==> src/rtl/mem_ctrl_pkg.sv <==
// Shared constants and helpers for the byte-serial memory controller:
// FSM state encoding, request-size encoding, owner tags and the two
// memory-mapped IO addresses whose stores depend on IO buffer space.
package mem_ctrl_pkg;

    typedef enum logic [1:0] {
        ST_IDLE  = 2'd0,
        ST_READ  = 2'd1,
        ST_WRITE = 2'd2,
        ST_DONE  = 2'd3
    } mc_state_t;

    typedef enum logic {
        OWN_IC  = 1'b0,
        OWN_LSB = 1'b1
    } mc_owner_t;

    localparam logic [1:0] SIZE_BYTE = 2'b00;
    localparam logic [1:0] SIZE_HALF = 2'b01;
    localparam logic [1:0] SIZE_WORD = 2'b10;

    localparam logic [31:0] IO_ADDR_0 = 32'h0003_0000;
    localparam logic [31:0] IO_ADDR_1 = 32'h0003_0004;

    // Index of the final byte of a transfer (N-1). The unused code 2'b11
    // is treated as a word so the FSM always terminates.
    function automatic logic [1:0] last_index(input logic [1:0] size);
        case (size)
            SIZE_BYTE: return 2'd0;
            SIZE_HALF: return 2'd1;
            default:   return 2'd3;
        endcase
    endfunction

    // Little-endian byte lane selection.
    function automatic logic [7:0] byte_sel(input logic [31:0] word, input logic [1:0] idx);
        case (idx)
            2'd0:    return word[7:0];
            2'd1:    return word[15:8];
            2'd2:    return word[23:16];
            default: return word[31:24];
        endcase
    endfunction

endpackage

==> src/rtl/mem_ctrl.sv <==
// Byte-serial RAM controller arbitrating between instruction fetch (IC)
// and load/store (LSB) requests. One request is served at a time; the LSB
// wins ties. Reads gather bytes little-endian, stores emit bytes in order.
module mem_ctrl
    import mem_ctrl_pkg::*;
#(
    parameter int ADDR_WIDTH = 32
) (
    input  logic                  clk_in,
    input  logic                  rst_n_in,
    input  logic                  rdy_in,
    input  logic                  rollback_in,
    input  logic                  io_buffer_full,
    input  logic [7:0]            mem_din,
    output logic [7:0]            mem_dout,
    output logic [ADDR_WIDTH-1:0] mem_a,
    output logic                  mem_wr,
    input  logic                  ic_to_mc_ready,
    input  logic [ADDR_WIDTH-1:0] ic_to_mc_pc,
    output logic                  mc_to_ic_ready,
    output logic [31:0]           mc_to_ic_inst,
    input  logic                  lsb_to_mc_valid,
    input  logic                  lsb_to_mc_wr,
    input  logic [ADDR_WIDTH-1:0] lsb_to_mc_addr,
    input  logic [1:0]            lsb_to_mc_size,
    input  logic [31:0]           lsb_to_mc_data,
    output logic                  mc_to_lsb_ready,
    output logic [31:0]           mc_to_lsb_data
);

    mc_state_t             state_reg,    state_next;
    mc_owner_t             owner_reg,    owner_next;
    logic [1:0]            cnt_reg,      cnt_next;
    logic [1:0]            last_reg,     last_next;
    logic [ADDR_WIDTH-1:0] base_reg,     base_next;
    logic [31:0]           wdata_reg,    wdata_next;
    logic [31:0]           rbuf_reg,     rbuf_next;
    logic [ADDR_WIDTH-1:0] mem_a_reg,    mem_a_next;
    logic [7:0]            mem_dout_reg, mem_dout_next;
    logic                  mem_wr_reg,   mem_wr_next;
    logic                  ic_rdy_reg,   ic_rdy_next;
    logic [31:0]           ic_inst_reg,  ic_inst_next;
    logic                  lsb_rdy_reg,  lsb_rdy_next;
    logic [31:0]           lsb_data_reg, lsb_data_next;

    logic [ADDR_WIDTH-1:0] addr_step;
    logic [31:0]           captured;
    logic                  io_blocked;

    assign mem_a           = mem_a_reg;
    assign mem_dout        = mem_dout_reg;
    assign mem_wr          = mem_wr_reg;
    assign mc_to_ic_ready  = ic_rdy_reg;
    assign mc_to_ic_inst   = ic_inst_reg;
    assign mc_to_lsb_ready = lsb_rdy_reg;
    assign mc_to_lsb_data  = lsb_data_reg;

    // Stores to the IO ports stall while the IO buffer has no room.
    assign io_blocked = lsb_to_mc_wr && io_buffer_full &&
                        ((lsb_to_mc_addr == ADDR_WIDTH'(IO_ADDR_0)) ||
                         (lsb_to_mc_addr == ADDR_WIDTH'(IO_ADDR_1)));

    // Next-state and registered-output logic; ready pulses default low.
    always_comb begin
        state_next    = state_reg;
        owner_next    = owner_reg;
        cnt_next      = cnt_reg;
        last_next     = last_reg;
        base_next     = base_reg;
        wdata_next    = wdata_reg;
        rbuf_next     = rbuf_reg;
        mem_a_next    = mem_a_reg;
        mem_dout_next = mem_dout_reg;
        mem_wr_next   = 1'b0;
        ic_rdy_next   = 1'b0;
        ic_inst_next  = ic_inst_reg;
        lsb_rdy_next  = 1'b0;
        lsb_data_next = lsb_data_reg;

        // Address of the next byte; truncation gives modulo-2^ADDR_WIDTH wrap.
        addr_step = base_reg + ADDR_WIDTH'(cnt_reg) + ADDR_WIDTH'(1);

        // Read buffer with the byte arriving this cycle merged into lane cnt.
        captured = rbuf_reg;
        case (cnt_reg)
            2'd0: captured[7:0]   = mem_din;
            2'd1: captured[15:8]  = mem_din;
            2'd2: captured[23:16] = mem_din;
            2'd3: captured[31:24] = mem_din;
        endcase

        unique case (state_reg)
            ST_IDLE: begin
                if (!rollback_in) begin
                    if (lsb_to_mc_valid && !io_blocked) begin
                        owner_next = OWN_LSB;
                        base_next  = lsb_to_mc_addr;
                        last_next  = last_index(lsb_to_mc_size);
                        cnt_next   = 2'd0;
                        mem_a_next = lsb_to_mc_addr;
                        rbuf_next  = 32'd0;
                        if (lsb_to_mc_wr) begin
                            state_next    = ST_WRITE;
                            wdata_next    = lsb_to_mc_data;
                            mem_wr_next   = 1'b1;
                            mem_dout_next = lsb_to_mc_data[7:0];
                        end else begin
                            state_next = ST_READ;
                        end
                    end else if (ic_to_mc_ready) begin
                        owner_next = OWN_IC;
                        base_next  = ic_to_mc_pc;
                        last_next  = last_index(SIZE_WORD);
                        cnt_next   = 2'd0;
                        mem_a_next = ic_to_mc_pc;
                        rbuf_next  = 32'd0;
                        state_next = ST_READ;
                    end
                end
            end

            ST_READ: begin
                if (rollback_in) begin
                    // Abandon the read silently; the requester will re-issue.
                    state_next = ST_IDLE;
                    mem_a_next = '0;
                    cnt_next   = 2'd0;
                end else begin
                    rbuf_next = captured;
                    if (cnt_reg == last_reg) begin
                        state_next = ST_DONE;
                        mem_a_next = '0;
                        if (owner_reg == OWN_IC) begin
                            ic_rdy_next  = 1'b1;
                            ic_inst_next = captured;
                        end else begin
                            lsb_rdy_next  = 1'b1;
                            lsb_data_next = captured;
                        end
                    end else begin
                        mem_a_next = addr_step;
                        cnt_next   = cnt_reg + 2'd1;
                    end
                end
            end

            ST_WRITE: begin
                // Stores run to completion regardless of rollback.
                if (cnt_reg == last_reg) begin
                    state_next   = ST_DONE;
                    mem_a_next   = '0;
                    lsb_rdy_next = 1'b1;
                end else begin
                    mem_wr_next   = 1'b1;
                    mem_a_next    = addr_step;
                    mem_dout_next = byte_sel(wdata_reg, cnt_reg + 2'd1);
                    cnt_next      = cnt_reg + 2'd1;
                end
            end

            ST_DONE: begin
                state_next = ST_IDLE;
                cnt_next   = 2'd0;
            end
        endcase
    end

    // State register: async reset clears everything, rdy_in low holds everything.
    always_ff @(posedge clk_in or negedge rst_n_in) begin
        if (!rst_n_in) begin
            state_reg    <= ST_IDLE;
            owner_reg    <= OWN_IC;
            cnt_reg      <= 2'd0;
            last_reg     <= 2'd0;
            base_reg     <= '0;
            wdata_reg    <= 32'd0;
            rbuf_reg     <= 32'd0;
            mem_a_reg    <= '0;
            mem_dout_reg <= 8'd0;
            mem_wr_reg   <= 1'b0;
            ic_rdy_reg   <= 1'b0;
            ic_inst_reg  <= 32'd0;
            lsb_rdy_reg  <= 1'b0;
            lsb_data_reg <= 32'd0;
        end else if (rdy_in) begin
            state_reg    <= state_next;
            owner_reg    <= owner_next;
            cnt_reg      <= cnt_next;
            last_reg     <= last_next;
            base_reg     <= base_next;
            wdata_reg    <= wdata_next;
            rbuf_reg     <= rbuf_next;
            mem_a_reg    <= mem_a_next;
            mem_dout_reg <= mem_dout_next;
            mem_wr_reg   <= mem_wr_next;
            ic_rdy_reg   <= ic_rdy_next;
            ic_inst_reg  <= ic_inst_next;
            lsb_rdy_reg  <= lsb_rdy_next;
            lsb_data_reg <= lsb_data_next;
        end
    end

endmodule

==> config.mk <==
export PLATFORM = sky130hd
export DESIGN_NAME = mem_ctrl
export DESIGN_NICKNAME = d
export VERILOG_FILES = /design/src/rtl/mem_ctrl_pkg.sv /design/src/rtl/mem_ctrl.sv
export SDC_FILE = /design/constraint.sdc
export NUM_CORES = 1
export LEC_CHECK = 0
export BUFFER_PORTS_ARGS = -buffer_cell sky130_fd_sc_hd__buf_2
export CAP_MARGIN = 40
export CORE_MARGIN = 3
export CORE_UTILIZATION = 55
export DETAILED_ROUTE_END_ITERATION = 7
export PLACE_DENSITY = 0.8
export SYNTH_ARGS = -nofsm -noshare
export SYNTH_HDL_FRONTEND = slang
export SYNTH_SLANG_ARGS = --single-unit
==> constraint.sdc <==
create_clock -name clk_in -period 3.65 [get_ports clk_in]
set_clock_uncertainty 0.1 [all_clocks]
set_input_delay 0.1825 -clock clk_in [delete_from_list [all_inputs] [get_ports clk_in]]
set_output_delay 0.1825 -clock clk_in [all_outputs]
set_load 0.02 [all_outputs]
==> impl_metrics.tcl <==
set metrics [dict create \
    port_buffers 220 \
    fp.dieW_um 142 \
    clkLatencyLatePin_ns 0.50 \
    leakagePower_nw 6.17 \
    die_h_um 142 \
    syn-cell-area_sq_mm 0.0102 \
    coreArea_sq_mm 0.0181 \
    synth_top_flop_cell "dfrtp_1" \
    cap_violations 0 \
    synth-seq-cells 210 \
    syn_inst 1014 \
    critPathKind "flop to flop" \
    crit_path_start_kind "flop" \
    ant_nets 0 \
    hpwl_mm 17.8 \
    syn-num-nets 1143 \
    drive_gt1_share_pct 22.9 \
    clk_path_buf_depth 3 \
    grt_pass1_vias 9148 \
    synth.top_cell.area_share_pct 51.3 \
    outcome "complete, no violations" \
    period_needed_ns 3.19 \
    synth_top_area_cell "dfrtp_1" \
    synthAdderAreaFrac_pct 1.91 \
    yosysUniqueCellTypes 57 \
    synth-edff-count 0 \
    drc 0 \
    root_buffer "clkbuf_16" \
    stdcell_count 1548 \
    layout.nets 1432 \
    synth-compound-area-share_pct 13.8 \
    cellPowerDensity_mw_per_mm2 779 \
    max_slew_margin_pct 43.4 \
    syn_avg_cell_area_sq_um 10.1 \
    setup_viol_count_final 0 \
    post_drt_wl_per_cell_um 18.7 \
    grt_max_degree 98 \
    path_clk_slew_ns 0.06 \
    holdWs_ns 0.0102 \
    worst_pin_slew_ns 0.849 \
    cts_sinks 210 \
    seq_area_frac_synth_pct 51.3 \
    slowest_stage "nor4_1" \
    syn_to_final_growth_pct 29.1 \
    grt_usage_pct 28.1 \
    yosys-top-cells-area "dfrtp_1, mux2i_1, nand2_1" \
    cts_buffers 23 \
    antenna_found_initial 1 \
    via_per_inst 5.90 \
    crit_fanout 10 \
    start_util_pct 56.4 \
    num_vias 9139 \
    final_common_cell "buf_2" \
    worstPathArrival_ns 3.47 \
    ios 221 \
    worstPathRequired_ns 3.94 \
    yosys_warnings 0 \
    synth_top_family_by_area "simple AND/OR/NAND/NOR gates" \
    die_area_sq_mm 0.0203 \
    cts_tree "done" \
    synth-simple-area-share_pct 15.3 \
    synth_xor_area_share_pct 2.65 \
    async_flop_share_pct 100 \
    setup_tns_ns 0 \
    hold_viol 0 \
    drtIter0Drc 757 \
    yosys-mux-area-fraction_pct 10.3 \
    fin_crit_sh_pct 87.3 \
    dr.pass1.iters 8 \
    rsz0062_at_grt "no" \
    final_cell_mix "buf_2, dfrtp_1, nand2_1, dlygate4sd3_1, o21ai_0" \
    drt_wl_total_mm 29.0 \
    path_cells "inv_1, ha_1, fa_1, and4b_1, nand3_1, nor4_1, xnor2_1, o221ai_1, o21a_1" \
    hp-class "primary input to flop" \
    drv_slew 0 \
    htreeDepth 1 \
    postCtsSetupBuffers 0 \
    grt_pass1_wl_mm 46.3 \
    vdd_ir_drop_max_mv 0.483 \
    diodes 0 \
    dp_cells 1398 \
    end_kind "flop" \
    grt_overflow_total 0 \
    fmax_mhz 314 \
    cts-resized-gates 0 \
    fp-row-count 49 \
    place_congestion 0.901 \
    cpPeakStageDelay_ns 0.45 \
]
==> layer usage <==
layer	wire length, um	vias to the layer above	track usage, %
met4	945	2	10.1
met1	11700	4435	36.3
met5	13	-	0
met2	14000	444	47.6
li1	-	4175	-
met3	2310	83	5.38
==> report_power, final <==
part           internal (mW)  switching [mW]  leakage [nW]
registers               3.31           0.717          2.64
logic                   1.59            2.50          3.18
clock network           1.27           0.912         0.355
total                   6.17            4.13          6.17
==> critical path, delay by kind of cell, from the launching register on <==
| family | cells | cell delay, ns |
|---|---|---|
| buffers and inverters | 1 | 0.17 |
| DFF | 1 | 0.44 |
| AOI/OAI and AO/OA | 2 | 0.28 |
| adders and majority gates | 2 | 0.67 |
| and+or+nand+nor | 3 | 1.26 |
| xor gates and xnor gates | 1 | 0.16 |
==> metrics by stage <==
stage | setup WS (ns) | instance area [sq um] | power, mW | utilization [%]
finish | 0.464 | 13200 | 10.3 | 72.8
global route | 0.158 | 13200 | 11.0 | 72.8
CTS | 0.463 | 13200 | 10.2 | 72.8
detailed placement | 0.515 | 11400 | 7.91 | 62.9
global placement | 0.575 | 11400 | 7.74 | 62.8
floorplan | 0.967 | 10200 | 6.62 | -
==> final cells by class <==
| class | instances | area, sq um |
|---|---|---|
| Sequential cell | 210 | 5260 |
| Tap cell | 229 | 287 |
| Clock buffer | 34 | 667 |
| Inverter | 17 | 63.8 |
| Timing Repair Buffer | 348 | 2370 |
| Fill cell | 1230 | 4930 |
| Multi-Input combinational cell | 703 | 4530 |
| Clock inverter | 7 | 42.5 |
==> Yosys cell counts, types with 10 or more instances <==
cell	n
inv_1	17
nor3_1	12
nand2_1	149
mux2i_1	67
o21a_1	32
dfrtp_1	210
nand4_1	37
nor2b_1	10
nand3_1	41
clkbuf_1	40
buf_1	13
o221ai_1	30
o21ai_0	80
mux2_2	18
a21oi_1	47
ha_1	14
mux2_1	16
nor2_1	55
xnor2_1	22
buf_4	12
==> worst paths after layout <==
kind	endpoint	slack (ns)	cells after the start	from
worst max-delay path	mem_a[26]	0.46	9	cnt_reg[0]
worst min-delay path	base_reg[22]	0.01	3	lsb_to_mc_addr[22]
worst max register to register	mem_a[26]	0.46	9	cnt_reg[0]
worst min register to register	mc_to_lsb_data[7]	0.37	2	mc_to_lsb_data[7]
max in group asynchronous	mc_to_lsb_data[1]	2.32	3	rst_n_in
min in group asynchronous	rbuf_reg[17]	0.18	2	rst_n_in
==> kinds of logic after synthesis <==
kind of cell / count (synthesis)
AO/OA/AOI/OAI: 220
AND/OR/NAND/NOR: 336
flip-flops: 210
buffers and inverters: 101
adder cells (fa/ha/maj): 15
XOR/XNOR: 31
multiplexers: 101
==> what timing repair did <==
item | in CTS | in global routing
setup endpoints to repair | 0 | 0
endpoints found under the hold margin | 181 | 0
hold buffers | 109 | 0
Note: power is estimated with default switching activity, not from simulation.
